==> src/rtl/pu_queue_fifo_ctrl.sv <==
// Queue controller in front of a synchronous single-port-per-direction payload RAM.
// A 2-entry output buffer hides the one-cycle RAM read latency so dequeue can sustain one per cycle.
module pu_queue_fifo_ctrl #(
    parameter int DEPTH_NBITS = 4,
    parameter int DEPTH       = 1 << DEPTH_NBITS,
    parameter int PAYLOAD_W   = 32
) (
    input  logic                   clk,
    input  logic                   rst_n,
    input  logic                   flush,
    input  logic                   enq_valid,
    output logic                   enq_ready,
    input  logic [PAYLOAD_W-1:0]   enq_data,
    output logic                   deq_valid,
    input  logic                   deq_ready,
    output logic [PAYLOAD_W-1:0]   deq_data,
    output logic                   ram_wr,
    output logic [DEPTH_NBITS-1:0] ram_waddr,
    output logic [DEPTH_NBITS-1:0] ram_raddr,
    output logic [PAYLOAD_W-1:0]   ram_din,
    input  logic [PAYLOAD_W-1:0]   ram_dout,
    output logic [DEPTH_NBITS:0]   count
);

    localparam int CW = DEPTH_NBITS + 1;
    localparam logic [DEPTH_NBITS-1:0] LAST_PTR = DEPTH_NBITS'(DEPTH - 1);
    localparam logic [CW-1:0]          DEPTH_C  = CW'(DEPTH);

    logic [DEPTH_NBITS-1:0] wr_ptr_q, wr_ptr_d;
    logic [DEPTH_NBITS-1:0] rd_ptr_q, rd_ptr_d;
    logic [CW-1:0]          count_q, count_d;
    logic [CW-1:0]          ram_cnt_q, ram_cnt_d;
    logic                   inflight_q;
    logic                   enq_ready_q, enq_ready_d;
    logic [1:0]             buf_cnt_q, buf_cnt_d;
    logic [PAYLOAD_W-1:0]   buf0_q, buf0_d;
    logic [PAYLOAD_W-1:0]   buf1_q, buf1_d;

    logic       enq_fire;
    logic       deq_fire;
    logic       rd_issue;
    logic [2:0] occ;

    assign enq_fire = enq_valid && enq_ready_q && !flush;
    assign deq_fire = deq_valid && deq_ready && !flush;

    // ram_cnt_q only counts entries written on an earlier edge, so a read never
    // targets the entry being written this cycle.
    assign occ      = 3'(buf_cnt_q) + 3'(inflight_q) - 3'(deq_fire);
    assign rd_issue = (ram_cnt_q != '0) && (occ < 3'd2);

    assign enq_ready = enq_ready_q;
    assign deq_valid = (buf_cnt_q != 2'd0);
    assign deq_data  = buf0_q;
    assign ram_wr    = enq_fire;
    assign ram_waddr = wr_ptr_q;
    assign ram_din   = enq_data;
    assign ram_raddr = rd_ptr_q;
    assign count     = count_q;

    always_comb begin
        wr_ptr_d    = wr_ptr_q;
        rd_ptr_d    = rd_ptr_q;
        if (enq_fire) begin
            wr_ptr_d = (wr_ptr_q == LAST_PTR) ? '0 : wr_ptr_q + DEPTH_NBITS'(1);
        end
        if (rd_issue) begin
            rd_ptr_d = (rd_ptr_q == LAST_PTR) ? '0 : rd_ptr_q + DEPTH_NBITS'(1);
        end
        count_d     = count_q + CW'(enq_fire) - CW'(deq_fire);
        ram_cnt_d   = ram_cnt_q + CW'(enq_fire) - CW'(rd_issue);
        enq_ready_d = (count_d < DEPTH_C);
    end

    // Output buffer: pop the head first, then land the returning read behind
    // whatever remains so order is preserved.
    always_comb begin
        buf0_d    = buf0_q;
        buf1_d    = buf1_q;
        buf_cnt_d = buf_cnt_q;
        if (deq_fire) begin
            buf0_d    = buf1_q;
            buf_cnt_d = buf_cnt_q - 2'd1;
        end
        if (inflight_q) begin
            if (buf_cnt_d == 2'd0) begin
                buf0_d = ram_dout;
            end else begin
                buf1_d = ram_dout;
            end
            buf_cnt_d = buf_cnt_d + 2'd1;
        end
    end

    always_ff @(posedge clk or negedge rst_n) begin
        if (!rst_n) begin
            wr_ptr_q    <= '0;
            rd_ptr_q    <= '0;
            count_q     <= '0;
            ram_cnt_q   <= '0;
            inflight_q  <= 1'b0;
            enq_ready_q <= 1'b0;
            buf_cnt_q   <= 2'd0;
            buf0_q      <= '0;
            buf1_q      <= '0;
        end else if (flush) begin
            wr_ptr_q    <= '0;
            rd_ptr_q    <= '0;
            count_q     <= '0;
            ram_cnt_q   <= '0;
            inflight_q  <= 1'b0;
            enq_ready_q <= (DEPTH_C != '0);
            buf_cnt_q   <= 2'd0;
            buf0_q      <= '0;
            buf1_q      <= '0;
        end else begin
            wr_ptr_q    <= wr_ptr_d;
            rd_ptr_q    <= rd_ptr_d;
            count_q     <= count_d;
            ram_cnt_q   <= ram_cnt_d;
            inflight_q  <= rd_issue;
            enq_ready_q <= enq_ready_d;
            buf_cnt_q   <= buf_cnt_d;
            buf0_q      <= buf0_d;
            buf1_q      <= buf1_d;
        end
    end

endmodule
==> config.mk <==
export PLATFORM = sky130hd
export DESIGN_NAME = pu_queue_fifo_ctrl
export DESIGN_NICKNAME = d
export VERILOG_FILES = /design/src/rtl/pu_queue_fifo_ctrl.sv
export SDC_FILE = /design/constraint.sdc
export NUM_CORES = 1
export LEC_CHECK = 0
export ABC_AREA = 1
export CAP_MARGIN = 20
export CORE_MARGIN = 1
export CORE_UTILIZATION = 33
export CTS_BUF_LIST = sky130_fd_sc_hd__clkbuf_4 sky130_fd_sc_hd__clkbuf_8
export CTS_CLUSTER_SIZE = 12
export DETAILED_ROUTE_END_ITERATION = 12
export PLACE_DENSITY = 0.7
export SLEW_MARGIN = 10
export SYNTH_ARGS = -nofsm -noshare
export SYNTH_HDL_FRONTEND = slang
export SYNTH_SLANG_ARGS = --single-unit
==> constraint.sdc <==
create_clock -name clk -period 3.69 [get_ports clk]
set_clock_uncertainty 0.15 [all_clocks]
set_input_delay 0.738 -clock clk [delete_from_list [all_inputs] [get_ports clk]]
set_output_delay 0.738 -clock clk [all_outputs]
set_load 0.01 [all_outputs]
After elaboration in Yosys (flattened, before gate mapping)
Index checks and enable logic that the tools add are counted.
{ "classes": {"add_sub_neg": 10, "n_lt_le_gt_ge": 2, "n_eq_ne": 3, "n_mux": 20, "n_reduce_logical": 13} }
{ "ops": {"columns": ["cell", "count"], "rows": [
  ["two-way mux 32 bit", 7],
  ["two-way mux 4 bit", 6],
  ["adder 5 x 1 -> 5 bit", 2],
  ["two-way mux 5 bit", 2],
  ["subtractor 5 x 1 -> 5 bit", 2],
  ["adder 4 x 1 -> 4 bit (second input constant)", 2],
  ["equality test 4 bit (second input constant)", 2],
  ["nonzero test 2 bit", 4],
  ["two-way mux 2 bit", 3],
  ["logical AND 1 bit", 5],
  ["< comparator 5 bit (second input constant)", 1],
  ["nonzero test 5 bit", 1],
  ["adder 2 x 1 -> 3 bit", 1],
  ["< comparator 3 x 2 -> 1 bit (second input constant)", 1],
  ["subtractor 3 x 1 -> 3 bit", 1],
  ["adder 2 x 1 -> 2 bit (second input constant)", 1],
  ["logical NOT 2 bit", 1],
  ["two-way mux 1 bit", 2],
  ["!= test 2 bit (second input constant)", 1],
  ["AND reduction 2 bit", 1],
  ["subtractor 2 x 1 -> 2 bit (second input constant)", 1],
  ["logical NOT 1 bit", 1]
]} }
{ "word_totals": {"reg_bits": 86, "inputBits": 69, "output_inout_bits": 80, "wordCells": 57} }

Longest topological paths before layout
Gate-level depths: netlist of run 1.
{ "logic_depth": {"depth_word": 8, "ltp_mapped": 23, "ltp_nobuf": 22} }

Least setup slack after synthesis of run 1
No wires, ideal clock.
{ "synth_timing": {"path_type": "input port to flip-flop", "from": "input port flush", "to": "register ram_cnt_q[4]", "setup_time_ns": 0.119, "arrival_ns": 3.310, "required_time_ns": 3.421, "path_slack_ns": 0.111, "cell_stages": 18, "n_path_buf": 1, "path_cell_list": "inv_2 nand3_2 buf_4 xor2_1 inv_1 ha_1 inv_1 fa_1 nand3_1 nor2_1 nand2_1 nand2_1 ha_1 inv_1 fa_1 nand3b_1 a21oi_1 nor2_1"} }
{ "synth_via": {"elab_chain_cells": 7, "word_cells_on_any_way": 9, "cone_classes": "add/sub (3); order compare (1); mux (1); reduce/logical (4)"} }
{ "synth_lines": {"columns": ["item", "line_no", "text"], "rows": [
  ["start: declaration", "10", "input logic flush,"],
  ["logical NOT 1 bit", "44, 45", null],
  ["logical AND 1 bit", "45", "assign deq_fire = deq_valid && deq_ready && !flush;"],
  ["subtractor 3 x 1 -> 3 bit", "49", "assign occ = 3'(buf_cnt_q) + 3'(inflight_q) - 3'(deq_fire);"],
  ["< comparator 3 x 2 -> 1 bit", "50", "assign rd_issue = (ram_cnt_q != '0) && (occ < 3'd2);"],
  ["logical AND 1 bit", "50", null],
  ["subtractor 5 x 1 -> 5 bit", "71", "ram_cnt_d = ram_cnt_q + CW'(enq_fire) - CW'(rd_issue);"],
  ["two-way mux 5 bit *", "106", "end else if (flush) begin"],
  ["end signal: assignment", "120", "ram_cnt_q <= ram_cnt_d;"],
  ["end: declaration", "32", "logic [CW-1:0] ram_cnt_q, ram_cnt_d;"]
]} }
Mark *: on every way between the ends. The rest lies on a longest branch, timed or not.
A chain may end at the register's enable or synchronous reset.

Worst setup path in the final report of run 1
{ "layout_timing": {"from": "input port deq_ready", "to": "register ram_cnt_q[4]"} }
{ "layout_via": {"elab_chain_cells": 7} }
{ "layout_lines": {"columns": ["item", "line_no", "text"], "rows": [
  ["start: declaration", "15", "input logic deq_ready,"],
  ["logical AND 1 bit (2 in series)", "45", null],
  ["subtractor 3 x 1 -> 3 bit", "49", null],
  ["< comparator 3 x 2 -> 1 bit", "50", null],
  ["logical AND 1 bit", "50", null],
  ["subtractor 5 x 1 -> 5 bit", "71", null],
  ["two-way mux 5 bit", "106", null]
]} }
Every way passes these cells.

==> results of run 1 <==
## layer usage
metal  vias up  global-route usage  part of all wire
met3        12              0.0538             0.071
met5         -                   0                 0
met1      1736               0.181              0.46
li1       1895                   -                 -
met2       100               0.245              0.46
met4         0              0.0494             0.013
## stage by stage
step                      hold WS (ps)  utilization  total power [uW]  area (um2)  TNS, ps
after CTS                          365        0.420              3870        5660        0
after global placement             354        0.406              3130        5460    -50.2
after global routing               401        0.420              4140        5660        0
after floorplan                    292            -              2450        4620        0
after detailed placement           364        0.406              3170        5460     -298
final                              328        0.420              3810        5660        0
## worst max path at each step
stage                 startpoint           end  slack [ps]  cells past startpoint
global route        buf_cnt_q[1]  ram_cnt_q[4]           1                     19
CTS                 buf_cnt_q[1]  ram_cnt_q[4]         250                     19
detailed placement     deq_ready  ram_cnt_q[4]        -170                     17
finish                 deq_ready  ram_cnt_q[4]         230                     17
global placement       deq_ready  ram_cnt_q[4]         -50                     17
floorplan                  flush  ram_cnt_q[4]         110                     18
## sequential cells by signal (all words and copies together), names as in the netlist
signal      cells
count           5
ram_waddr       4
ram_raddr       4
buf1_q         32
ram_cnt_q       5
inflight_q      1
enq_ready       1
deq_data       32
buf_cnt_q       2
## final cells by class
type / count / area, um2 / share of cell area
Tap cell: 176 / 220 / 0.0389
Sequential cell: 86 / 2150 / 0.381
Timing Repair Buffer: 104 / 983 / 0.174
Clock buffer: 10 / 131 / 0.0232
Inverter: 128 / 480 / 0.0850
Multi-Input combinational cell: 315 / 1630 / 0.287
Clock inverter: 6 / 62.6 / 0.0111
## where the power goes
group	switching (uW)	internal [uW]
logic	956	837
registers	149	1190
clock network	355	318
total	1460	2350
## synthesized netlist by cell type (all sizes together)
master / count
a21boi: 1
a21oi: 41
buf: 52
clkbuf: 5
dfrtp: 86
fa: 3
ha: 14
inv: 128
nand2: 97
nand2b: 1
nand3: 27
nand3b: 1
nand4: 1
nor2: 50
o21ai: 39
o21bai: 1
o22ai: 32
or2: 1
xnor2: 1
xor2: 5
## logic make-up after synthesis
kind of cell             count (synthesis)
AO/OA/AOI/OAI                          114
buffers and inverters                  185
XOR/XNOR                                 6
flip-flops                              86
adder cells (fa/ha/maj)                 17
AND/OR/NAND/NOR                        178
==> run metrics, run 1 <==
status=completed; die width=120 um; vias in the first global route=3533; register bit total from synthesis=86; endpoints failing hold=0; # IOs=149; final HPWL from detailed placement=6710 um; startpoint types=primary input; Synth Area in XOR/XNOR=0.0114; pre-CTS worst setup slack=-167 ps; Placed Cells incl. Taps=809; top cells by area, synth=dfrtp_1 47%, inv_1 10%, nand2_1 7.9%, buf_4 5.4%, a21oi_1 4.4%; share of layout cells above drive strength 1=0.0632; Synth cell types=24; Wirelength per Cell=12.3 um; antenna cells=0; Antenna Nets Post-Route=0; worst r2r dst=ram_cnt_q[4]; syn_nets=672; Synth warnings=0; number of DRC markers in iteration 0=180; commonest non-fill, non-tap cell in the layout=inv_1; Slew Viols, Final=0; Setup Fix Bufs, Post-CTS=0; FF-to-FF path depth=19; worst skew pair latency=370 ps; Layout area overhead=22.5%; Final min period=3460 ps; Post-CTS Hold Buffers=0; CP Class=primary input to flop; Pre-antenna DRT Iters=4; most frequent cells in the layout=127 x inv_1, 97 x nand2_1, 86 x dfrtp_1, 82 x clkdlybuf4s50_1, 50 x nor2_1; Max Cap Violations=0; main combinational cell family by area after synthesis=buffers and inverters; Initial Utilization=0.343; Port Buffers=84; Worst Path Required=3800 ps; CP Buf/Inv Count=4; RR Startpoint=buf_cnt_q[1]; cell count after synthesis=586; Simple-Gate Fraction of Synth Area=0.156; Synth Cell Area=4620 um2; post-synthesis adder-cell area fraction=0.0510; Placer Congestion=0.753; LEAKAGE=0.00301 uW; most frequent CP cell=inv_1; Slew @ Worst Pin=912 ps; mean area per synthesized cell=7.88 um2; leading area contributor after synthesis=dfrtp_1; area of the core=13500 um2; H-tree lvl count=3; RSZ-0062 raised after global routing=no; worst min path class=primary input to async pin; CP peak stage delay=470 ps; Resized cells post-CTS=0; Die H=120 um; CTS Sinks=86; final period utilization=0.936; total track usage=0.149; Rows=42; fmax=289 MHz; power density cells=673 nW/um2; Die ar.=14500 um2; worst-path cell chain=clkdlybuf4s50_1 -> nand3_2 -> xor2_1 -> inv_1 -> ha_1 -> inv_1 -> fa_1 -> a21boi_0 -> nand3_1 -> nand2_1 -> nand2_1 -> ha_1 -> inv_1 -> fa_1 -> nand3b_1 -> a21oi_1 -> nor2_1; Setup crit end kind=flop; setup slack after layout=235 ps; Arr. time, crit path=3570 ps; Worst VDD drop=0.000329 V; CTS tree=yes; routed vias/inst=4.54; final net count=730; share of the synthesized area in the top cell type=0.466; post-synthesis mux area share=0; initial antenna violation count=0; Final setup viols=0; global-route wire length before repair=16900 um; worst-path maximum fanout=2; gr ovfl total=0; clock buffer count from CTS=9; wirelength, routed=10200 um; critical path's slowest cell=clkdlybuf4s50_1; root buf cell=clkbuf_8; Clock Path Buffers=2; Post-Layout Cell Count=825; via count=3743; complex-gate fraction of the synthesized area=0.133; post-synthesis sequential area ratio=0.466; largest net degree at the start of global routing=72; fill cell count=1403; delay-heaviest family, CP=adder cells; R2R Setup Slk=250 ps; DRC=0; slew margin rel.=0.392; CTS clk-pin slew, worst paths=90 ps
No activity file was read; power rests on OpenSTA's default activity.
==> run 2: changes to the inputs <==
- ABC_AREA: 1 -> 0
- CAP_MARGIN: 20 -> 10
- PLACE_DENSITY: 0.7 -> 0.71
==> run metrics, run 2 <==
setup slack after layout=155 ps (-79.9 ps); largest net degree at the start of global routing=87 (+21%); gr ovfl total=0 (unchanged); worst min path class=primary input to async pin; most frequent cells in the layout=86 x dfrtp_1, 81 x clkdlybuf4s50_1, 74 x nand2_1, 45 x nor2_1, 33 x a311oi_1; Synth warnings=0 (unchanged); LEAKAGE=0.00234 uW (-22%); Sum Neg Setup Slack=0 ps (unchanged); status=completed; wirelength, routed=9900 um (-2.7%); CTS clk-pin slew, worst paths=90 ps (about the same); fmax=283 MHz (-2.3%); final net count=561 (-23%); Synth Cell Area=4250 um2 (-7.9%); Wirelength per Cell=15.2 um (+23%); antenna cells=0 (unchanged); Pre-antenna DRT Iters=4 (unchanged); Clock Path Buffers=2 (unchanged); Die ar.=13300 um2 (-7.7%); CP Class=primary input to flop; Synth cell types=39 (+63%); FF-to-FF path depth=19 (unchanged); DRC=0 (unchanged); Slew Viols, Final=0 (unchanged); H-tree lvl count=3 (unchanged); root buf cell=clkbuf_8; Placer Congestion=0.715 (-5.0%); cell with the most instances after synthesis=dfrtp_1; top cells by area, synth=dfrtp_1 51%, a311oi_1 6.8%, nand2_1 6.6%, a22o_1 6.6%, buf_4 5.6%; share of layout cells above drive strength 1=0.121 (+0.0577); commonest non-fill, non-tap cell in the layout=dfrtp_1; endpoints failing hold=0 (unchanged); fin area=5440 um2 (-3.9%); pre-CTS worst setup slack=-548 ps (-382 ps); post-synthesis sequential area ratio=0.506 (+0.0398); Post-synth EDFFs=0 (unchanged); clock buffer count from CTS=9 (unchanged); cell count after synthesis=419 (-28%); startpoint types=primary input; final HPWL from detailed placement=6470 um (-3.7%); Initial Utilization=0.338 (-0.00472); Setup crit end kind=flop; Die H=116 um (-3.9%); CTS tree=yes; worst skew pair latency=360 ps (about the same); dpl cell area=5140 um2 (-5.9%); top cell types by occurrence after synthesis=86 x dfrtp_1, 75 x nand2_1, 46 x nor2_1; Setup Fix Bufs, Post-CTS=0 (unchanged); Worst Path Required=3770 ps (-30 ps); Final setup viols=0 (unchanged); via count=3271 (-13%); # IOs=149 (unchanged); total track usage=0.158 (+0.00904); Top FF cell, synth=dfrtp_1; vias in the first global route=3291 (-6.8%); mean area per synthesized cell=10.1 um2 (+29%); Worst VDD drop=0.000294 V (-11%); Final min period=3540 ps (+79.9 ps); routed vias/inst=5.02 (+11%); worst-path maximum fanout=4 (+2); total power=4330 uW (+14%); area of the core=12600 um2 (-6.6%); initial antenna violation count=0 (unchanged); die width=116 um (-3.9%); Final Util=0.432 (+0.0121); Antenna Nets Post-Route=0 (unchanged); Arr. time, crit path=3620 ps (+50 ps); share of the synthesized area in the top cell type=0.506 (+0.0398); number of DRC markers in iteration 0=126 (-30%); power density cells=796 nW/um2 (+18%); Layout area overhead=27.8%; syn_nets=505 (-25%); FFs w/ async S/R, synth=1.00 (unchanged); leading area contributor after synthesis=dfrtp_1; final period utilization=0.958 (+0.0217); Rows=41 (-2.4%); slew margin rel.=0.733 (+0.341); register bit total from synthesis=86 (unchanged); CTS Sinks=86 (unchanged); RSZ-0062 raised after global routing=no; Slew @ Worst Pin=401 ps (-511 ps); global-route wire length before repair=16500 um (-2.7%); fill cell count=1180 (-16%); Max Cap Violations=0 (unchanged); Port Buffers=84 (unchanged)
run 2: cell types whose count changed after synthesis, moves of 21 or more:
cell	before	now
a21oi_1	41	11
a22o_1	0	32
a311oi_1	0	33
inv_1	127	17
nand2_1	97	75
nand3_1	26	5
o21ai_1	34	0
o22ai_1	32	0
run 2: area by class of cell:
class | instances | area (um2) | area share
Tap cell | 172 | 215 | 0.0396
Timing Repair Buffer | 102 | 1010 | 0.186
Inverter | 17 | 67.6 | 0.0124
Sequential cell | 86 | 2150 | 0.396
Clock buffer | 11 | 145 | 0.0267
Clock inverter | 5 | 106 | 0.0196
Multi-Input combinational cell | 259 | 1740 | 0.320
run 2: cells by family (layout without fill, tap and decap cells):
family,after synthesis,in the layout,synth area share
buffers and inverters,74,135,0.0974
AND/OR/NAND/NOR,145,145,0.149
adder cells (fa/ha/maj),17,17,0.0553
AO/OA/AOI/OAI,87,87,0.169
flip-flops,86,86,0.506
multiplexers,2,2,0.00500
XOR/XNOR,8,8,0.0182
run 2: stage by stage:
stage                     hold slack, ps  cells
after detailed placement             341    635
after floorplan                      292    419
after global routing                 122    652
after global placement               337    635
final                                117    652
after CTS                            365    651
run 2: where the power goes:
group / internal, uW / switching (uW) / leakage [uW] / total [uW]
registers: 1240 / 204 / 0.00116 / 1440
logic: 1080 / 978 / 0.00105 / 2050
clock network: 477 / 350 / 0.000123 / 827
total: 2790 / 1530 / 0.00234 / 4330
run 2: path summary, 6_finish.rpt:
check	slack, ps	start	to
min in group clk	360	buf1_q[31]	buf1_q[31]
worst min register to register	360	buf1_q[31]	buf1_q[31]
worst min-delay path	120	rst_n	deq_data[7]
worst max-delay path	150	deq_ready	ram_cnt_q[4]
worst max register to register	160	buf_cnt_q[0]	ram_cnt_q[4]
max in group asynchronous	2640	rst_n	ram_raddr[3]
run 2: layer usage:
metal	vias to the layer above	share of wire	track usage
met3	12	0.052	0.0382
met5	-	0	0
met1	1628	0.45	0.204
met4	0	0.013	0.0519
met2	93	0.49	0.260
li1	1538	-	-
run 2: critical path: stages:
cell and delay [ps]:
dlygate4sd2_1 270, nor3b_4 170, nor2_1 130, or2_2 130, ha_1 130, inv_1 50
fa_2 350, xnor2_2 240, nand3_4 110, or2_4 240, nand2_1 60, ha_1 160
inv_1 60, fa_2 350, nor2b_2 130, o21bai_1 90, a21oi_2 150, nor3b_2 60
run 2: what timing repair did:
item                       CTS  global route
pin swaps                    0             1
resized for setup            1             5
hold buffers                 0             0
setup endpoints to repair    1             1
==> run 3: changes to the inputs <==
- CTS_CLUSTER_DIAMETER: unset -> 200
==> results of run 3 <==
The final DEF is identical to that of run 2; final timing and power are the same.
